`src/rtl/c432_irq_pkg.sv`:
```
// Shared constants, group codes, FSM states and channel-index helpers for the
// c432 interrupt sequencer.
package c432_irq_pkg;

    localparam int NCH            = 9;
    localparam int CW             = 4;
    localparam int TIMEOUT_CYCLES = 16;

    localparam logic [1:0] GRP_NONE = 2'b00;
    localparam logic [1:0] GRP_A    = 2'b01;
    localparam logic [1:0] GRP_B    = 2'b10;
    localparam logic [1:0] GRP_C    = 2'b11;

    typedef enum logic {
        IDLE  = 1'b0,
        GRANT = 1'b1
    } state_t;

    // Index of the lowest set bit; scanning downwards lets the lowest index overwrite.
    function automatic logic [CW-1:0] lowest_idx(input logic [NCH-1:0] v);
        logic [CW-1:0] idx;
        idx = {CW{1'b0}};
        for (int i = NCH - 1; i >= 0; i--) begin
            if (v[i]) begin
                idx = CW'(i);
            end else begin
                idx = idx;
            end
        end
        return idx;
    endfunction

    function automatic logic [NCH-1:0] chan_onehot(input logic [CW-1:0] c);
        return {{(NCH-1){1'b0}}, 1'b1} << c;
    endfunction

endpackage

```
`src/rtl/c432_irq_sequencer_if.sv`:
```
// Request/enable/grant bundle between interrupt sources, the sequencer and the CPU.
interface c432_irq_sequencer_if;
    import c432_irq_pkg::*;

    logic [NCH-1:0] req_a;
    logic [NCH-1:0] req_b;
    logic [NCH-1:0] req_c;
    logic [NCH-1:0] en;
    logic           clr_all;
    logic           irq_valid;
    logic [1:0]     irq_group;
    logic [CW-1:0]  irq_chan;
    logic           irq_ack;
    logic           pend_any;
    logic           timeout_flag;

    modport master (
        output req_a, req_b, req_c, en, clr_all, irq_ack,
        input  irq_valid, irq_group, irq_chan, pend_any, timeout_flag
    );

    modport slave (
        input  req_a, req_b, req_c, en, clr_all, irq_ack,
        output irq_valid, irq_group, irq_chan, pend_any, timeout_flag
    );
endinterface

```
`src/rtl/c432_irq_prienc.sv`:
```
// Combinational c432 priority encoder: group A > B > C, lowest channel first.
// Usable standalone as a golden reference against the locked netlist.
module c432_irq_prienc
    import c432_irq_pkg::*;
(
    input  logic [NCH-1:0] elig_a,
    input  logic [NCH-1:0] elig_b,
    input  logic [NCH-1:0] elig_c,
    output logic           found,
    output logic [1:0]     grp,
    output logic [CW-1:0]  chan
);

    // Pick the highest-priority non-empty group, then its lowest eligible channel.
    always_comb begin
        found = 1'b0;
        grp   = GRP_NONE;
        chan  = {CW{1'b0}};
        if (|elig_a) begin
            found = 1'b1;
            grp   = GRP_A;
            chan  = lowest_idx(elig_a);
        end else if (|elig_b) begin
            found = 1'b1;
            grp   = GRP_B;
            chan  = lowest_idx(elig_b);
        end else if (|elig_c) begin
            found = 1'b1;
            grp   = GRP_C;
            chan  = lowest_idx(elig_c);
        end else begin
            found = 1'b0;
        end
    end

endmodule

```
`src/rtl/c432_irq_sequencer.sv`:
```
// Sticky-pending interrupt sequencer with valid/ack grant for the c432 datapath.
// Optional grant withdrawal on missing ack: define C432_IRQ_TIMEOUT_EN.
module c432_irq_sequencer
    import c432_irq_pkg::*;
(
    input  logic                 clk,
    input  logic                 rst_n,
    c432_irq_sequencer_if.slave  bus
);

    state_t         state_r,  state_nxt_s;
    logic [NCH-1:0] pend_a_r, pend_a_nxt_s;
    logic [NCH-1:0] pend_b_r, pend_b_nxt_s;
    logic [NCH-1:0] pend_c_r, pend_c_nxt_s;
    logic           valid_r,  valid_nxt_s;
    logic [1:0]     grp_r,    grp_nxt_s;
    logic [CW-1:0]  chan_r,   chan_nxt_s;
    logic           pany_r,   pany_nxt_s;
`ifdef C432_IRQ_TIMEOUT_EN
    logic [7:0]     cnt_r,    cnt_nxt_s;
    logic           tflag_r,  tflag_nxt_s;
`endif

    logic           found_s;
    logic [1:0]     win_grp_s;
    logic [CW-1:0]  win_chan_s;
    logic           hs_s;
    logic [NCH-1:0] onehot_s;
    logic [NCH-1:0] retire_a_s, retire_b_s, retire_c_s;

    c432_irq_prienc u_prienc (
        .elig_a (pend_a_r & bus.en),
        .elig_b (pend_b_r & bus.en),
        .elig_c (pend_c_r & bus.en),
        .found  (found_s),
        .grp    (win_grp_s),
        .chan   (win_chan_s)
    );

    // valid_r is high exactly while in GRANT, so ack outside a grant is ignored.
    assign hs_s       = valid_r & bus.irq_ack;
    assign onehot_s   = chan_onehot(chan_r);
    assign retire_a_s = (hs_s && grp_r == GRP_A) ? onehot_s : {NCH{1'b0}};
    assign retire_b_s = (hs_s && grp_r == GRP_B) ? onehot_s : {NCH{1'b0}};
    assign retire_c_s = (hs_s && grp_r == GRP_C) ? onehot_s : {NCH{1'b0}};

    // Next-state, pending update and grant outputs; a same-edge request beats retire.
    always_comb begin
        state_nxt_s  = state_r;
        valid_nxt_s  = valid_r;
        grp_nxt_s    = grp_r;
        chan_nxt_s   = chan_r;
        pend_a_nxt_s = (pend_a_r & ~retire_a_s) | bus.req_a;
        pend_b_nxt_s = (pend_b_r & ~retire_b_s) | bus.req_b;
        pend_c_nxt_s = (pend_c_r & ~retire_c_s) | bus.req_c;
`ifdef C432_IRQ_TIMEOUT_EN
        cnt_nxt_s    = cnt_r;
        tflag_nxt_s  = tflag_r;
`endif
        if (bus.clr_all) begin
            state_nxt_s  = IDLE;
            valid_nxt_s  = 1'b0;
            grp_nxt_s    = GRP_NONE;
            chan_nxt_s   = {CW{1'b0}};
            pend_a_nxt_s = {NCH{1'b0}};
            pend_b_nxt_s = {NCH{1'b0}};
            pend_c_nxt_s = {NCH{1'b0}};
`ifdef C432_IRQ_TIMEOUT_EN
            cnt_nxt_s    = 8'd0;
            tflag_nxt_s  = 1'b0;
`endif
        end else begin
            case (state_r)
                IDLE: begin
                    if (found_s) begin
                        state_nxt_s = GRANT;
                        valid_nxt_s = 1'b1;
                        grp_nxt_s   = win_grp_s;
                        chan_nxt_s  = win_chan_s;
`ifdef C432_IRQ_TIMEOUT_EN
                        cnt_nxt_s   = 8'd0;
`endif
                    end else begin
                        state_nxt_s = IDLE;
                    end
                end
                GRANT: begin
                    if (hs_s) begin
                        state_nxt_s = IDLE;
                        valid_nxt_s = 1'b0;
                        grp_nxt_s   = GRP_NONE;
                        chan_nxt_s  = {CW{1'b0}};
`ifdef C432_IRQ_TIMEOUT_EN
                    end else if (cnt_r == 8'(TIMEOUT_CYCLES - 1)) begin
                        state_nxt_s = IDLE;
                        valid_nxt_s = 1'b0;
                        grp_nxt_s   = GRP_NONE;
                        chan_nxt_s  = {CW{1'b0}};
                        tflag_nxt_s = 1'b1;
                    end else begin
                        cnt_nxt_s   = cnt_r + 8'd1;
`else
                    end else begin
                        state_nxt_s = GRANT;
`endif
                    end
                end
                default: begin
                    state_nxt_s = IDLE;
                    valid_nxt_s = 1'b0;
                    grp_nxt_s   = GRP_NONE;
                    chan_nxt_s  = {CW{1'b0}};
                end
            endcase
        end
        pany_nxt_s = |((pend_a_nxt_s | pend_b_nxt_s | pend_c_nxt_s) & bus.en);
    end

    // State and output registers.
    always_ff @(posedge clk or negedge rst_n) begin
        if (!rst_n) begin
            state_r  <= IDLE;
            pend_a_r <= {NCH{1'b0}};
            pend_b_r <= {NCH{1'b0}};
            pend_c_r <= {NCH{1'b0}};
            valid_r  <= 1'b0;
            grp_r    <= GRP_NONE;
            chan_r   <= {CW{1'b0}};
            pany_r   <= 1'b0;
`ifdef C432_IRQ_TIMEOUT_EN
            cnt_r    <= 8'd0;
            tflag_r  <= 1'b0;
`endif
        end else begin
            state_r  <= state_nxt_s;
            pend_a_r <= pend_a_nxt_s;
            pend_b_r <= pend_b_nxt_s;
            pend_c_r <= pend_c_nxt_s;
            valid_r  <= valid_nxt_s;
            grp_r    <= grp_nxt_s;
            chan_r   <= chan_nxt_s;
            pany_r   <= pany_nxt_s;
`ifdef C432_IRQ_TIMEOUT_EN
            cnt_r    <= cnt_nxt_s;
            tflag_r  <= tflag_nxt_s;
`endif
        end
    end

    assign bus.irq_valid = valid_r;
    assign bus.irq_group = grp_r;
    assign bus.irq_chan  = chan_r;
    assign bus.pend_any  = pany_r;
`ifdef C432_IRQ_TIMEOUT_EN
    assign bus.timeout_flag = tflag_r;
`else
    assign bus.timeout_flag = 1'b0;
`endif

endmodule

```
`src/flat_wrapper.sv`:
```
// flat-port wrapper written by rule: the top's interface ports become plain ports
module c432_irq_sequencer_flat import c432_irq_pkg::*;
  (clk, rst_n, bus_req_a, bus_req_b, bus_req_c, bus_en, bus_clr_all, bus_irq_ack, bus_irq_valid, bus_irq_group, bus_irq_chan, bus_pend_any, bus_timeout_flag);
  c432_irq_sequencer_if bus_i ();
  input  logic clk;
  input  logic rst_n;
  input wire logic [$bits(bus_i.req_a)-1:0] bus_req_a;
  input wire logic [$bits(bus_i.req_b)-1:0] bus_req_b;
  input wire logic [$bits(bus_i.req_c)-1:0] bus_req_c;
  input wire logic [$bits(bus_i.en)-1:0] bus_en;
  input wire logic [$bits(bus_i.clr_all)-1:0] bus_clr_all;
  input wire logic [$bits(bus_i.irq_ack)-1:0] bus_irq_ack;
  output wire logic [$bits(bus_i.irq_valid)-1:0] bus_irq_valid;
  output wire logic [$bits(bus_i.irq_group)-1:0] bus_irq_group;
  output wire logic [$bits(bus_i.irq_chan)-1:0] bus_irq_chan;
  output wire logic [$bits(bus_i.pend_any)-1:0] bus_pend_any;
  output wire logic [$bits(bus_i.timeout_flag)-1:0] bus_timeout_flag;
  assign bus_i.req_a = bus_req_a;
  assign bus_i.req_b = bus_req_b;
  assign bus_i.req_c = bus_req_c;
  assign bus_i.en = bus_en;
  assign bus_i.clr_all = bus_clr_all;
  assign bus_i.irq_ack = bus_irq_ack;
  assign bus_irq_valid = bus_i.irq_valid;
  assign bus_irq_group = bus_i.irq_group;
  assign bus_irq_chan = bus_i.irq_chan;
  assign bus_pend_any = bus_i.pend_any;
  assign bus_timeout_flag = bus_i.timeout_flag;
  c432_irq_sequencer u_core (.clk(clk), .rst_n(rst_n), .bus(bus_i));
endmodule
```
`config.mk`:
```
export PLATFORM = sky130hd
export DESIGN_NAME = c432_irq_sequencer_flat
export DESIGN_NICKNAME = d
export VERILOG_FILES = /design/src/rtl/c432_irq_pkg.sv /design/src/rtl/c432_irq_sequencer_if.sv /design/src/rtl/c432_irq_prienc.sv /design/src/rtl/c432_irq_sequencer.sv /design/src/flat_wrapper.sv
export SDC_FILE = /design/constraint.sdc
export NUM_CORES = 1
export LEC_CHECK = 0
export CORE_AREA = 2 2 75 77
export DETAILED_ROUTE_END_ITERATION = 8
export DIE_AREA = 0 0 77 79
export PLACE_DENSITY_LB_ADDON = 0.12
export SLEW_MARGIN = 5
export SYNTH_ARGS = -nofsm -noshare
export SYNTH_HDL_FRONTEND = slang
export SYNTH_SLANG_ARGS = --single-unit
```
`constraint.sdc`:
```
create_clock -name clk -period 4 [get_ports clk]
set_clock_uncertainty 0.2 [all_clocks]
set_input_delay 0.4 -clock clk [delete_from_list [all_inputs] [get_ports clk]]
set_output_delay 0.4 -clock clk [all_outputs]
set_load 0.01 [all_outputs]
```
== Word level (Yosys, flattened, before mapping) ==
Cells that the tools add are included.
Cells by class
  eq/ne operators: 5
  shift operators: 1
  multiplexer cells: 58
  bitwise gates (word level): 17
  reductions and logical operators: 8
Operators by type and width (number)
  2-to-1 mux 4 bit: 33
  bitwise AND 9 bit: 7
  2-to-1 mux 9 bit: 6
  OR 9 bit: 5
  OR reduction 9 bit: 4
  NOT 9 bit: 3
  2-to-1 mux 2 bit: 6
  2-to-1 mux 1 bit: 9
  left shift 1 x 4 -> 9 bit, first input constant: 1
  case mux 4 bit (2 select lines): 1
  == test 2 bit, second input constant: 2
  case mux 1 bit (2 select lines): 2
  case mux 2 bit (2 select lines): 1
  logical AND 1 bit: 3
  != test 3 x 2 -> 1 bit, second input constant: 1
  != test 3 bit, second input constant: 1
  == test 2 x 1 -> 1 bit, second input constant: 1
  AND reduction 2 bit: 1
  bitwise AND 1 bit: 1
  NOT 1 bit: 1
Word-level totals
  register bits after elaboration: 36
  bits of input ports: 40
  output and inout port bits: 9
  logic and storage cells: 97

== Logic depth before layout (Yosys ltp) ==
  word-level depth: 16
  mapped depth: 8
  mapped depth without buffers: 7

== By module ==
From an unflattened synthesis, not the netlist that was laid out.
Unflattened totals
  cell total of the unflattened synthesis: 250
  area, all modules: 2117.0 um^2
Modules (own cells, without submodules)
  c432_irq_sequencer: instances 1, cells an instance 194, area each 1799.2 um^2, seq. area each 900.9 um^2
  c432_irq_prienc: instances 1, cells an instance 56, area each 317.8 um^2, seq. area each 0.0 um^2

== Least setup slack after synthesis ==
OpenSTA, ideal clock, no wires.
  kind: register -> register
  from: register u_core.chan_r[0] (netlist: u_core.bus.irq_chan[0])
  to: register u_core.pany_r (netlist: u_core.bus.pend_any)
  library setup time: 137 ps
  arrival time: 1886 ps
  data required time: 3663 ps
  setup slack: 1777 ps
  stages on the path, launching flop included: 9
  buffers on the path: 1
  clock period less this slack: 2223 ps
  cell sequence: dfrtp_1 > buf_6 > or4b_4 > o21ai_1 > a21oi_1 > o31ai_1 > nand4_1 > a221oi_2 > nand4_1
On the way
  word-level cells in the longest chain between the ends: 10
  elaborated cells between the ends (all ways): 20
  those cells by class: 1 x shift; 6 x mux; 12 x bitwise; 1 x reduce/logical
Ends and longest elaborated chain
  from (decl): RTL line c432_irq_sequencer.sv:17  | logic [CW-1:0] chan_r, chan_nxt_s;
  from (signal assigned): RTL line c432_irq_sequencer.sv:128  | chan_r <= {CW{1'b0}};
  from (signal assigned): RTL line c432_irq_sequencer.sv:141  | chan_r <= chan_nxt_s;
  left shift 1 x 4 -> 9 bit: RTL line c432_irq_pkg.sv:34  | return {{(NCH-1){1'b0}}, 1'b1} << c;
  2-to-1 mux 9 bit: RTL line c432_irq_sequencer.sv:43  | assign retire_a_s = (hs_s && grp_r == GRP_A) ? onehot_s : {NCH{1'b0}};
  NOT 9 bit: RTL line c432_irq_sequencer.sv:53  | pend_a_nxt_s = (pend_a_r & ~retire_a_s) | bus.req_a;
  bitwise AND 9 bit: RTL line c432_irq_sequencer.sv:53
  OR 9 bit: RTL line c432_irq_sequencer.sv:53
  2-to-1 mux 9 bit: RTL line c432_irq_sequencer.sv:60  | if (bus.clr_all) begin
  via u_core.pend_a_nxt_s[8]: RTL line c432_irq_sequencer.sv:12  | logic [NCH-1:0] pend_a_r, pend_a_nxt_s;
  OR 9 bit (2 in a row): RTL line c432_irq_sequencer.sv:116  | pany_nxt_s = |((pend_a_nxt_s | pend_b_nxt_s | pend_c_nxt_s) & bus.en);
  bitwise AND 9 bit: RTL line c432_irq_sequencer.sv:116
  OR reduction 9 bit: RTL line c432_irq_sequencer.sv:116
  via u_core.pany_nxt_s: RTL line c432_irq_sequencer.sv:18  | logic pany_r, pany_nxt_s;
  to (signal assigned): RTL line c432_irq_sequencer.sv:142  | pany_r <= pany_nxt_s;
  to (decl): RTL line c432_irq_sequencer.sv:18
The timed path passes the listed nets, and every way through them passes these cells.
A chain may end at the register's enable or synchronous reset.

== Worst setup path in the final report ==
  from: input bus_irq_ack
  to: register u_core.pany_r (netlist: u_core.bus.pend_any)
On the way
  word-level cells in the longest chain between the ends: 11
  elaborated cells between the ends (all ways): 23
  those cells by class: 6 x mux; 13 x bitwise; 4 x reduce/logical
Ends and longest elaborated chain
  from (decl): RTL line flat_wrapper.sv:12  | input wire logic [$bits(bus_i.irq_ack)-1:0] bus_irq_ack;
  bitwise AND 1 bit: RTL line c432_irq_sequencer.sv:41  | assign hs_s = valid_r & bus.irq_ack;
  logical AND 1 bit: RTL line c432_irq_sequencer.sv:44  | assign retire_b_s = (hs_s && grp_r == GRP_B) ? onehot_s : {NCH{1'b0}};
  2-to-1 mux 9 bit: RTL line c432_irq_sequencer.sv:44
  NOT 9 bit: RTL line c432_irq_sequencer.sv:54  | pend_b_nxt_s = (pend_b_r & ~retire_b_s) | bus.req_b;
  bitwise AND 9 bit: RTL line c432_irq_sequencer.sv:54
  OR 9 bit: RTL line c432_irq_sequencer.sv:54
  2-to-1 mux 9 bit: RTL line c432_irq_sequencer.sv:60
  via u_core.pend_b_nxt_s[7]: RTL line c432_irq_sequencer.sv:13  | logic [NCH-1:0] pend_b_r, pend_b_nxt_s;
  OR 9 bit (2 in a row): RTL line c432_irq_sequencer.sv:116
  bitwise AND 9 bit: RTL line c432_irq_sequencer.sv:116
  OR reduction 9 bit: RTL line c432_irq_sequencer.sv:116
  via u_core.pany_nxt_s: RTL line c432_irq_sequencer.sv:18
The timed path passes the listed nets, and every way through them passes these cells.

==> flow_metrics.tcl <==
set metrics [dict create \
    die_h_microns 79 \
    path_max_fanout 9 \
    clk_path_buf_depth 2 \
    cts_tree "yes" \
    end_kind "flop" \
    crit_path_start_kind "primary input" \
    synth_area_per_cell_sq_um 8.60 \
    hpwl_microns 4480 \
    avgRoutedWirePerCell_microns 17.2 \
    maxCapViolations 0 \
    cts_sinks 36 \
    worstMarginPinSlew_ns 0.796 \
    clkTransAtPathRegs_ns 0.08 \
    peakVddDrop_uv 137 \
    vias 2018 \
    drive_gt1_share_pct 4.18 \
    fin_crit_ns 2.89 \
    finalCritPeriodShare_pct 72.2 \
    synth_edf_count 0 \
    io_buffers 47 \
    first_pass_iters 5 \
    fmax_mhz 346 \
    finalHoldViolCount 0 \
    diodes 0 \
    cts_setup_buffers 0 \
    relSlewSlack_pct 46.7 \
    route.detailed.drc 0 \
    grt_pass1_vias 1933 \
    hold_class "primary input to async pin" \
    grt_pass1_wl_microns 9960 \
    cts_buffers 5 \
    required_ns 3.95 \
    met1_usage_pct 29.5 \
    cts-root-buf "clkbuf_8" \
    core_sq_um 5340 \
    clock_latency_ns 0.29 \
    rsz0062_at_grt "false" \
    overflow 0 \
    finalPower_w 0.000866 \
    arrival_ns 2.84 \
    ios 49 \
    ctsHtreeMaxLevel 2 \
    grt_util_met2_pct 33.5 \
    synth_nets 279 \
    synthCells 239 \
    fin_setup_tns_ns 0 \
    synth-main-ff-cell "dfrtp_1" \
    area_delta_synth_final_pct 29.3 \
    ys_seq_area_share_pct 43.8 \
    ys_seq_elements 36 \
    rows 27 \
    dieWidth_microns 77 \
    detail_route.iter0.violations 167 \
    gp_congestion 0.847 \
    crit_type "primary input to flop" \
    finalWorstSetupSlack_ns 1.11 \
    setup_violations 0 \
    fp.dieArea_sq_um 6080 \
    antenna_left 0 \
    status "completed" \
    syn_area_sq_um 2060 \
    via_per_inst 5.62 \
    synthArstFlopShare_pct 100 \
    hold_buffers 0 \
    grt.total_usage_pct 21.1 \
    pre_cts_ws_ns 0.880 \
    use_met3_pct 4.89 \
    antenna_found_initial 0 \
    yosys_warnings 0 \
    grt_start_max_net_pins 37 \
    grt.busiest_layer "met2" \
    final_nets 327 \
    power_leakage_nw 1.14 \
    finalWirelength_microns 6160 \
    slew_violations 0 \
    p_per_area_nw_per_um2 326 \
    initial_core_util_pct 38.5 \
    synth.distinct_cells 35 \
    cts_resized 0 \
]
-- cells by family after synthesis --
family          after synthesis  synth area share (%)
compound gates              102                  31.3
buf+inv                      34                  7.18
flops                        36                  43.8
simple gates                 66                  17.5
other cells                   1                 0.182
-- path summary, 6_finish.rpt --
check                                      end  slack [ns]               startpoint  cells past startpoint
min reg2reg                     u_core.state_r        0.36           u_core.state_r                      1
min in group clk                u_core.state_r        0.36           u_core.state_r                      1
max                        u_core.bus.pend_any        1.11              bus_irq_ack                      8
max reg2reg                u_core.bus.pend_any        1.31  u_core.bus.irq_group[0]                      7
max in group asynchronous   u_core.pend_c_r[7]        2.92                    rst_n                      2
min                         u_core.pend_b_r[4]        0.33                    rst_n                      2
-- registers in the layout (all words and copies together) (netlist names) --
register,cells
u_core.pend_a_r,9
u_core.pend_b_r,9
u_core.pend_c_r,9
u_core.bus.irq_chan,4
u_core.bus.irq_group,2
u_core.bus.irq_valid,1
u_core.bus.pend_any,1
u_core.state_r,1
-- synthesized netlist by cell type, drive strengths merged (3+ instances only) --
cell     n  area share [%]
dfrtp   36              44
a22o     9             3.8
o21ai   31             7.7
nand4b   4             1.7
a21oi   33             8.0
nand2b   3            0.91
nand3    3            0.73
o31ai    7             2.6
buf      4             1.7
a32o     5             2.4
inv     26             4.7
nand2   30             5.5
nor2     8             1.5
clkbuf   4            0.73
nand4    4             1.2
a22oi   11             4.0
-- power breakdown --
part | internal [W] | switching, W
Combinational | 0.0000964 | 0.0000977
Sequential | 0.000389 | 0.0000340
Clock | 0.000119 | 0.000130
Total | 0.000604 | 0.000262
-- per-layer routing --
metal  vias up  share of wire (%)
met4         0                1.2
met3         6                9.2
met2        95                 46
met1       952                 43
met5         -                  0
li1        965                  -
-- cell type report --
class                   instances  area (sq um)
flip-flops and latches         36           901
multi-input cells             169          1010
fillers                       556          2680
clock inverters                 1          5.00
clock buffers                   6          72.6
inverters                      26          97.6
well taps                      72          90.1
repair buffers                 49           485
-- through the flow --
stage | utilization, % | std cells | hold slack [ns] | area, sq um
detailed placement | 48.4 | 352 | 0.331 | 2580
global placement | 48.4 | 352 | 0.333 | 2580
global route | 49.8 | 359 | 0.394 | 2660
finish | 49.8 | 359 | 0.334 | 2660
floorplan | - | 239 | -0.0956 | 2060
CTS | 49.8 | 359 | 0.351 | 2660
-- layout by cell type (no fill, tap or decap) --
| cell type | instances |
|---|---|
| nand2_1 | 30 |
| nand2b_1 | 3 |
| or3_1 | 2 |
| and3b_1 | 1 |
| and2_1 | 1 |
| a311oi_1 | 2 |
| inv_1 | 26 |
| o31ai_1 | 7 |
| a22o_1 | 9 |
| o21ai_2 | 1 |
| o211ai_1 | 1 |
| nand3_1 | 3 |
| a41oi_1 | 1 |
| a22oi_1 | 11 |
| or4b_4 | 2 |
| clkdlybuf4s50_1 | 47 |
| nor2_1 | 8 |
| clkbuf_8 | 5 |
| nand4bb_1 | 2 |
| a21oi_1 | 33 |
| nor4b_1 | 1 |
| a32o_1 | 5 |
| conb_1 | 1 |
| o21ai_0 | 22 |
| a221oi_2 | 1 |
| nand3b_1 | 2 |
| dfrtp_1 | 36 |
| nor2b_1 | 2 |
| a21boi_0 | 1 |
| buf_4 | 2 |
| nand4_1 | 4 |
| clkbuf_1 | 1 |
| o21ai_1 | 8 |
| and4_1 | 1 |
| clkinv_2 | 1 |
| nand4b_1 | 4 |
-- critical path: stages --
cell,delay [ns]
clkdlybuf4s50_1,0.56
nand4b_1,0.50
o21ai_0,0.38
a21oi_1,0.13
o31ai_1,0.34
nand4_1,0.18
a221oi_2,0.23
nand4_1,0.12
(Power assumes the default switching activity.)
